===== src/rtl/mips_multicycle_controller.sv =====
// Multi-cycle MIPS control FSM: sequences fetch/decode/execute/memory/write-back
// and decodes every datapath select, ALU operation and write strobe from the state.
module mips_multicycle_controller (
   input  logic       clk,
   input  logic       rst,
   input  logic [5:0] opcode,
   input  logic [5:0] funct,
   input  logic       zero_flag,
   input  logic       mem_ready,
   output logic       mem_req,
   output logic       MemWrite,
   output logic       IorD,
   output logic       IRWrite,
   output logic       PCWrite,
   output logic       Branch,
   output logic       pc_en,
   output logic [1:0] PCSrc,
   output logic       ALUSrcA,
   output logic [1:0] ALUSrcB,
   output logic       RegDst,
   output logic       MemtoReg,
   output logic       RegWrite,
   output logic [2:0] alu_control,
   output logic       illegal_op,
   output logic [3:0] state
);

   typedef enum logic [3:0] {
      StFetch  = 4'd0,
      StDecode = 4'd1,
      StMemAdr = 4'd2,
      StMemRd  = 4'd3,
      StMemWb  = 4'd4,
      StMemWr  = 4'd5,
      StExec   = 4'd6,
      StAluWb  = 4'd7,
      StBranch = 4'd8,
      StAddiEx = 4'd9,
      StAddiWb = 4'd10,
      StJump   = 4'd11
   } state_t;

   localparam logic [5:0] OpRtype = 6'b000000;
   localparam logic [5:0] OpLw    = 6'b100011;
   localparam logic [5:0] OpSw    = 6'b101011;
   localparam logic [5:0] OpBeq   = 6'b000100;
   localparam logic [5:0] OpAddi  = 6'b001000;
   localparam logic [5:0] OpJ     = 6'b000010;

   state_t     state_q, state_d;
   logic       funct_ok;
   logic [2:0] funct_alu;

   always_ff @(posedge clk) begin
      if (rst) state_q <= StFetch;
      else     state_q <= state_d;
   end

   assign state = state_q;

   // R-type funct decode; unknown functs fall back to add.
   always_comb begin
      funct_ok  = 1'b1;
      funct_alu = 3'b010;
      case (funct)
         6'b100000: funct_alu = 3'b010;
         6'b100010: funct_alu = 3'b110;
         6'b100100: funct_alu = 3'b000;
         6'b100101: funct_alu = 3'b001;
         6'b101010: funct_alu = 3'b111;
         default:   funct_ok  = 1'b0;
      endcase
   end

   always_comb begin
      state_d     = StFetch;
      mem_req     = 1'b0;
      MemWrite    = 1'b0;
      IorD        = 1'b0;
      IRWrite     = 1'b0;
      PCWrite     = 1'b0;
      Branch      = 1'b0;
      PCSrc       = 2'b00;
      ALUSrcA     = 1'b0;
      ALUSrcB     = 2'b00;
      RegDst      = 1'b0;
      MemtoReg    = 1'b0;
      RegWrite    = 1'b0;
      alu_control = 3'b000;
      illegal_op  = 1'b0;

      case (state_q)
         StFetch: begin
            mem_req     = 1'b1;
            ALUSrcB     = 2'b01;
            alu_control = 3'b010;
            IRWrite     = mem_ready;
            PCWrite     = mem_ready;
            state_d     = mem_ready ? StDecode : StFetch;
         end
         StDecode: begin
            // Precompute the branch target while the opcode is decoded.
            ALUSrcB     = 2'b11;
            alu_control = 3'b010;
            case (opcode)
               OpLw, OpSw: state_d = StMemAdr;
               OpRtype: begin
                  if (funct_ok) begin
                     state_d = StExec;
                  end else begin
                     state_d    = StFetch;
                     illegal_op = 1'b1;
                  end
               end
               OpBeq:  state_d = StBranch;
               OpAddi: state_d = StAddiEx;
               OpJ:    state_d = StJump;
               default: begin
                  state_d    = StFetch;
                  illegal_op = 1'b1;
               end
            endcase
         end
         StMemAdr: begin
            ALUSrcA     = 1'b1;
            ALUSrcB     = 2'b10;
            alu_control = 3'b010;
            state_d     = (opcode == OpLw) ? StMemRd : StMemWr;
         end
         StMemRd: begin
            mem_req = 1'b1;
            IorD    = 1'b1;
            state_d = mem_ready ? StMemWb : StMemRd;
         end
         StMemWb: begin
            MemtoReg = 1'b1;
            RegWrite = 1'b1;
            state_d  = StFetch;
         end
         StMemWr: begin
            mem_req  = 1'b1;
            IorD     = 1'b1;
            MemWrite = 1'b1;
            state_d  = mem_ready ? StFetch : StMemWr;
         end
         StExec: begin
            ALUSrcA     = 1'b1;
            alu_control = funct_alu;
            state_d     = StAluWb;
         end
         StAluWb: begin
            RegDst   = 1'b1;
            RegWrite = 1'b1;
            state_d  = StFetch;
         end
         StBranch: begin
            ALUSrcA     = 1'b1;
            alu_control = 3'b110;
            Branch      = 1'b1;
            PCSrc       = 2'b01;
            state_d     = StFetch;
         end
         StAddiEx: begin
            ALUSrcA     = 1'b1;
            ALUSrcB     = 2'b10;
            alu_control = 3'b010;
            state_d     = StAddiWb;
         end
         StAddiWb: begin
            RegWrite = 1'b1;
            state_d  = StFetch;
         end
         StJump: begin
            PCSrc   = 2'b10;
            PCWrite = 1'b1;
            state_d = StFetch;
         end
         default: state_d = StFetch;
      endcase

      // During reset present the FETCH selects with every strobe suppressed.
      if (rst) begin
         mem_req     = 1'b0;
         MemWrite    = 1'b0;
         IorD        = 1'b0;
         IRWrite     = 1'b0;
         PCWrite     = 1'b0;
         Branch      = 1'b0;
         PCSrc       = 2'b00;
         ALUSrcA     = 1'b0;
         ALUSrcB     = 2'b01;
         RegDst      = 1'b0;
         MemtoReg    = 1'b0;
         RegWrite    = 1'b0;
         alu_control = 3'b010;
         illegal_op  = 1'b0;
      end

      pc_en = PCWrite | (Branch & zero_flag);
   end

endmodule


===== config.mk =====
export PLATFORM = sky130hd
export DESIGN_NAME = mips_multicycle_controller
export DESIGN_NICKNAME = d
export VERILOG_FILES = /design/src/rtl/mips_multicycle_controller.sv
export SDC_FILE = /design/constraint.sdc
export NUM_CORES = 1
export LEC_CHECK = 0
export CORE_UTILIZATION = 40
export DETAILED_ROUTE_END_ITERATION = 10
export GPL_TIMING_DRIVEN = 0
export PLACE_DENSITY_LB_ADDON = 0.1
export SYNTH_ARGS = -nofsm -noshare
export SYNTH_HDL_FRONTEND = slang
export SYNTH_SLANG_ARGS = --single-unit

===== constraint.sdc =====
create_clock -name clk -period 4.7 [get_ports clk]
set_input_delay 1.41 -clock clk [delete_from_list [all_inputs] [get_ports clk]]
set_output_delay 1.41 -clock clk [all_outputs]
set_load 0.1 [all_outputs]

==> results of run 1 <==
final cells by class:
cell class / count / area [um2] / area share
clock buffer: 3 / 22.5 / 0.0210
timing repair buffer: 38 / 349 / 0.326
inverter: 6 / 22.5 / 0.0210
tap: 16 / 20.0 / 0.0187
buffer: 9 / 37.5 / 0.0350
multi-input combinational: 84 / 541 / 0.504
sequential: 4 / 80.1 / 0.0747
timing repair:
item / in CTS / in global routing
pin swaps: 0 / 0
gates resized for setup: 34 / 23
endpoints found under the setup margin: 19 / 9
report_power, final:
group | total, mW | internal (mW) | switching [mW]
Combinational | 0.0737 | 0.0241 | 0.0495
Sequential | 0.0359 | 0.0348 | 0.00112
Clock | 0.0427 | 0.0286 | 0.0142
through the flow:
stage               setup TNS [ps]  hold WS, ps  instance area, um2
floorplan                    -1140         1160                 681
global placement             -5120          783                1080
detailed placement           -5260          784                1080
CTS                           -269          798                1100
global route                     0          895                1070
finish                           0          811                1070
cells in the mapped netlist (all sizes together) (2+ instances only):
cell type / number
and3: 6
xor2: 2
clkbuf: 7
nand2: 4
dfxtp: 4
o21ai: 8
nor3: 7
a211oi: 5
nor2: 13
nor2b: 4
buf: 2
a31oi: 2
or2: 2
inv: 6
a21o: 4
or4: 2
nand3b: 2
nand2b: 4
a21oi: 5
layer usage:
metal,up-vias,share of wire,track usage
met3,6,0.074,0.0172
met2,53,0.49,0.394
li1,461,-,-
met5,-,0,0
met1,388,0.43,0.304
met4,0,0.013,0.0750
logic make-up after synthesis:
| logic type | Yosys count | share of synthesized area |
|---|---|---|
| AOI/OAI and AO/OA | 32 | 0.336 |
| xor gates and xnor gates | 3 | 0.0403 |
| buffers and inverters | 15 | 0.0921 |
| DFF | 4 | 0.123 |
| and+or+nand+nor | 49 | 0.409 |
worst max-delay path: stages:
cell and delay [ps]:
sky130_fd_sc_hd__clkdlybuf4s50_1 440, sky130_fd_sc_hd__nor2b_1 170, sky130_fd_sc_hd__and3_1 210, sky130_fd_sc_hd__a22oi_1 100, sky130_fd_sc_hd__nor4_2 250, sky130_fd_sc_hd__clkdlybuf4s15_2 590
worst min-delay path by stage:
stage	start	to	slack, ps
floorplan	state[3]	state[3]	1160
global placement	state[3]	state[3]	780
detailed placement	state[3]	state[3]	780
CTS	state[3]	state[3]	800
global route	state[3]	state[2]	890
finish	state[3]	state[3]	810
==> impl_metrics.prom, run 1 <==
# TYPE chip_impl_metric gauge
chip_impl_metric{name="synth_seq_area_share",unit=""} 0.123
chip_impl_metric{name="fin_cells",unit=""} 160
chip_impl_metric{name="grt_pass1_vias",unit=""} 787
chip_impl_metric{name="final_setup_violation_count",unit=""} 0
chip_impl_info{name="setup.worst_path.start",value="funct[5]"} 1
chip_impl_metric{name="nNetsFinal",unit=""} 162
chip_impl_metric{name="antenna_violations_before_repair",unit=""} 0
chip_impl_metric{name="fp.dieArea",unit="mm2"} 0.00180
chip_impl_metric{name="floorplan.die.width",unit="um"} 42.4
chip_impl_metric{name="die_h",unit="um"} 42.4
chip_impl_metric{name="synth.top_cell.area_share",unit=""} 0.123
chip_impl_metric{name="largest_register_ff_count",unit=""} 4
chip_impl_metric{name="global_route_wire_length_before_repair",unit="mm"} 3.30
chip_impl_metric{name="portion_of_the_clock_cycle_consumed_by_the_worst_path_in_the_final_layout",unit=""} 0.976
chip_impl_metric{name="place_worst_setup_slack",unit="ps"} -639
chip_impl_metric{name="yosys_warn_count",unit=""} 0
chip_impl_info{name="regToRegStartpoint",value="state[1]"} 1
chip_impl_metric{name="timing.reg2reg.worst_path_depth",unit=""} 5
chip_impl_metric{name="core",unit="mm2"} 0.00151
chip_impl_metric{name="crit_path_max_fanout",unit=""} 3
chip_impl_metric{name="hpwlAfterDp",unit="mm"} 1.51
chip_impl_metric{name="timing.max_slew.rel_slack",unit=""} 0.358
chip_impl_metric{name="grt-ovfl-total",unit=""} 0
chip_impl_metric{name="ratio_of_total_power_to_cell_area",unit="mW/mm2"} 142
chip_impl_metric{name="vdd_drop_max",unit="uV"} 101
chip_impl_info{name="worstSetupPathType",value="input pin to output pin"} 1
chip_impl_info{name="r2r_end",value="state[2]"} 1
chip_impl_info{name="tritoncts",value="done"} 1
chip_impl_metric{name="routed_via_density",unit=""} 5.68
chip_impl_metric{name="achievable-frequency",unit="MHz"} 218
chip_impl_metric{name="cts.htree.levels",unit=""} 1
chip_impl_info{name="timing.critical_path.from_type",value="input pin"} 1
chip_impl_info{name="netlist_top_cells_area",value="sky130_fd_sc_hd__dfxtp_1 12%, sky130_fd_sc_hd__nor2_1 7.5%, sky130_fd_sc_hd__and3_1 5.8%, sky130_fd_sc_hd__nor3_1 5.4%, sky130_fd_sc_hd__a211oi_1 4.6%"} 1
chip_impl_info{name="layout.cells.most_common_list",value="19 x sky130_fd_sc_hd__clkdlybuf4s50_1, 12 x sky130_fd_sc_hd__nor2_1, 7 x sky130_fd_sc_hd__clkbuf_1"} 1
chip_impl_metric{name="initialDrtViolationCount",unit=""} 29
chip_impl_metric{name="wirelength",unit="mm"} 1.95
chip_impl_metric{name="post-route-min-period",unit="ps"} 4580
chip_impl_metric{name="post_cts_setup_buffer_count",unit=""} 0
chip_impl_metric{name="fill_cells",unit=""} 131
chip_impl_info{name="setup.worst_path.end",value="alu_control[0]"} 1
chip_impl_metric{name="holdPathStages",unit=""} 3
chip_impl_metric{name="cts_buffers",unit=""} 3
chip_impl_metric{name="route.vias.total",unit=""} 908
chip_impl_info{name="status",value="complete, no violations"} 1
chip_impl_metric{name="cellLeakagePower",unit="nW"} 0.433
chip_impl_metric{name="post-route-util",unit=""} 0.712
chip_impl_metric{name="drtAntennaViolNets",unit=""} 0
chip_impl_metric{name="syn_area_per_cell",unit="um2"} 6.33
chip_impl_info{name="dominantRegCellSynth",value="sky130_fd_sc_hd__dfxtp_1"} 1
chip_impl_metric{name="top_level_ports",unit=""} 39
chip_impl_metric{name="report.final.hold_viol_count",unit=""} 0
chip_impl_metric{name="drt_first_pass_iters",unit=""} 4
chip_impl_metric{name="maximum_number_of_pins_on_one_net_before_global_route_repair",unit=""} 11
chip_impl_metric{name="place.detailed.instances",unit=""} 157
chip_impl_metric{name="worst_slack",unit="ps"} 115
chip_impl_metric{name="required",unit="ps"} 3290
chip_impl_metric{name="grtUsageTotal",unit=""} 0.230
chip_impl_metric{name="worst_ep_arrival_time",unit="ps"} 3170
chip_impl_metric{name="drive_above_1_share",unit=""} 0.201
chip_impl_metric{name="area_growth_syn_to_layout",unit="%"} 64.5
chip_impl_metric{name="synth_enable_flop_cells",unit=""} 0
chip_impl_metric{name="synth_seq_cells",unit=""} 4
chip_impl_metric{name="cts.clk_slew.worst_paths",unit="ps"} 40
chip_impl_info{name="cell_at_the_root_of_the_clock_tree",value="sky130_fd_sc_hd__clkbuf_4"} 1
chip_impl_metric{name="post_synth_arst_share",unit=""} 0
chip_impl_metric{name="port_buffers",unit=""} 38
chip_impl_metric{name="cap_viol_max_count",unit=""} 0
chip_impl_metric{name="clock_path_buffers",unit=""} 2
chip_impl_metric{name="globalplace.congestion",unit=""} 0.853
chip_impl_info{name="category_of_the_worst_setup_path_capture_point",value="output pin"} 1
chip_impl_metric{name="numClockSinks",unit=""} 4
chip_impl_metric{name="route.detailed.drc",unit=""} 0
chip_impl_metric{name="insertion_delay",unit="ps"} 240
chip_impl_info{name="yosys.area.top_type",value="sky130_fd_sc_hd__dfxtp_1"} 1
chip_impl_metric{name="slew_violations",unit=""} 0
chip_impl_metric{name="antenna_cells",unit=""} 0
chip_impl_info{name="final_common_cell",value="sky130_fd_sc_hd__clkdlybuf4s50_1"} 1
chip_impl_metric{name="synth.net_count",unit=""} 119
chip_impl_metric{name="total_power",unit="mW"} 0.152
chip_impl_metric{name="avgRoutedWirePerCell",unit="um"} 12.2
chip_impl_metric{name="synth_cells",unit=""} 103
chip_impl_metric{name="placement_rows",unit=""} 14
chip_impl_info{name="rsz0062_at_grt",value="false"} 1
chip_impl_metric{name="post_cts_hold_buffer_count",unit=""} 0
chip_impl_metric{name="yosysUniqueCellTypes",unit=""} 38
chip_impl_metric{name="post_synth_instance_area",unit="um2"} 652
chip_impl_info{name="timing.hold.worst.class",value="register to register"} 1
chip_impl_metric{name="worst_clock_skew",unit="ps"} 6.94
chip_impl_metric{name="initial_core_util",unit=""} 0.433
chip_impl_metric{name="setup.reg_to_reg.worst_slack",unit="ps"} 2920
chip_impl_metric{name="tightest_slew",unit="ps"} 960
Note: power is estimated with default switching activity, not from simulation.
==> run 2: changes to the inputs <==
- CAP_MARGIN: default -> 20
==> results of run 2 <==
Same layout as run 1: the final DEF is identical, and so are final timing and power.
==> run 3: changes to the inputs <==
- GPL_ROUTABILITY_DRIVEN: default -> 0
==> results of run 3 <==
Same layout as run 1: the final DEF is identical, and so are final timing and power.
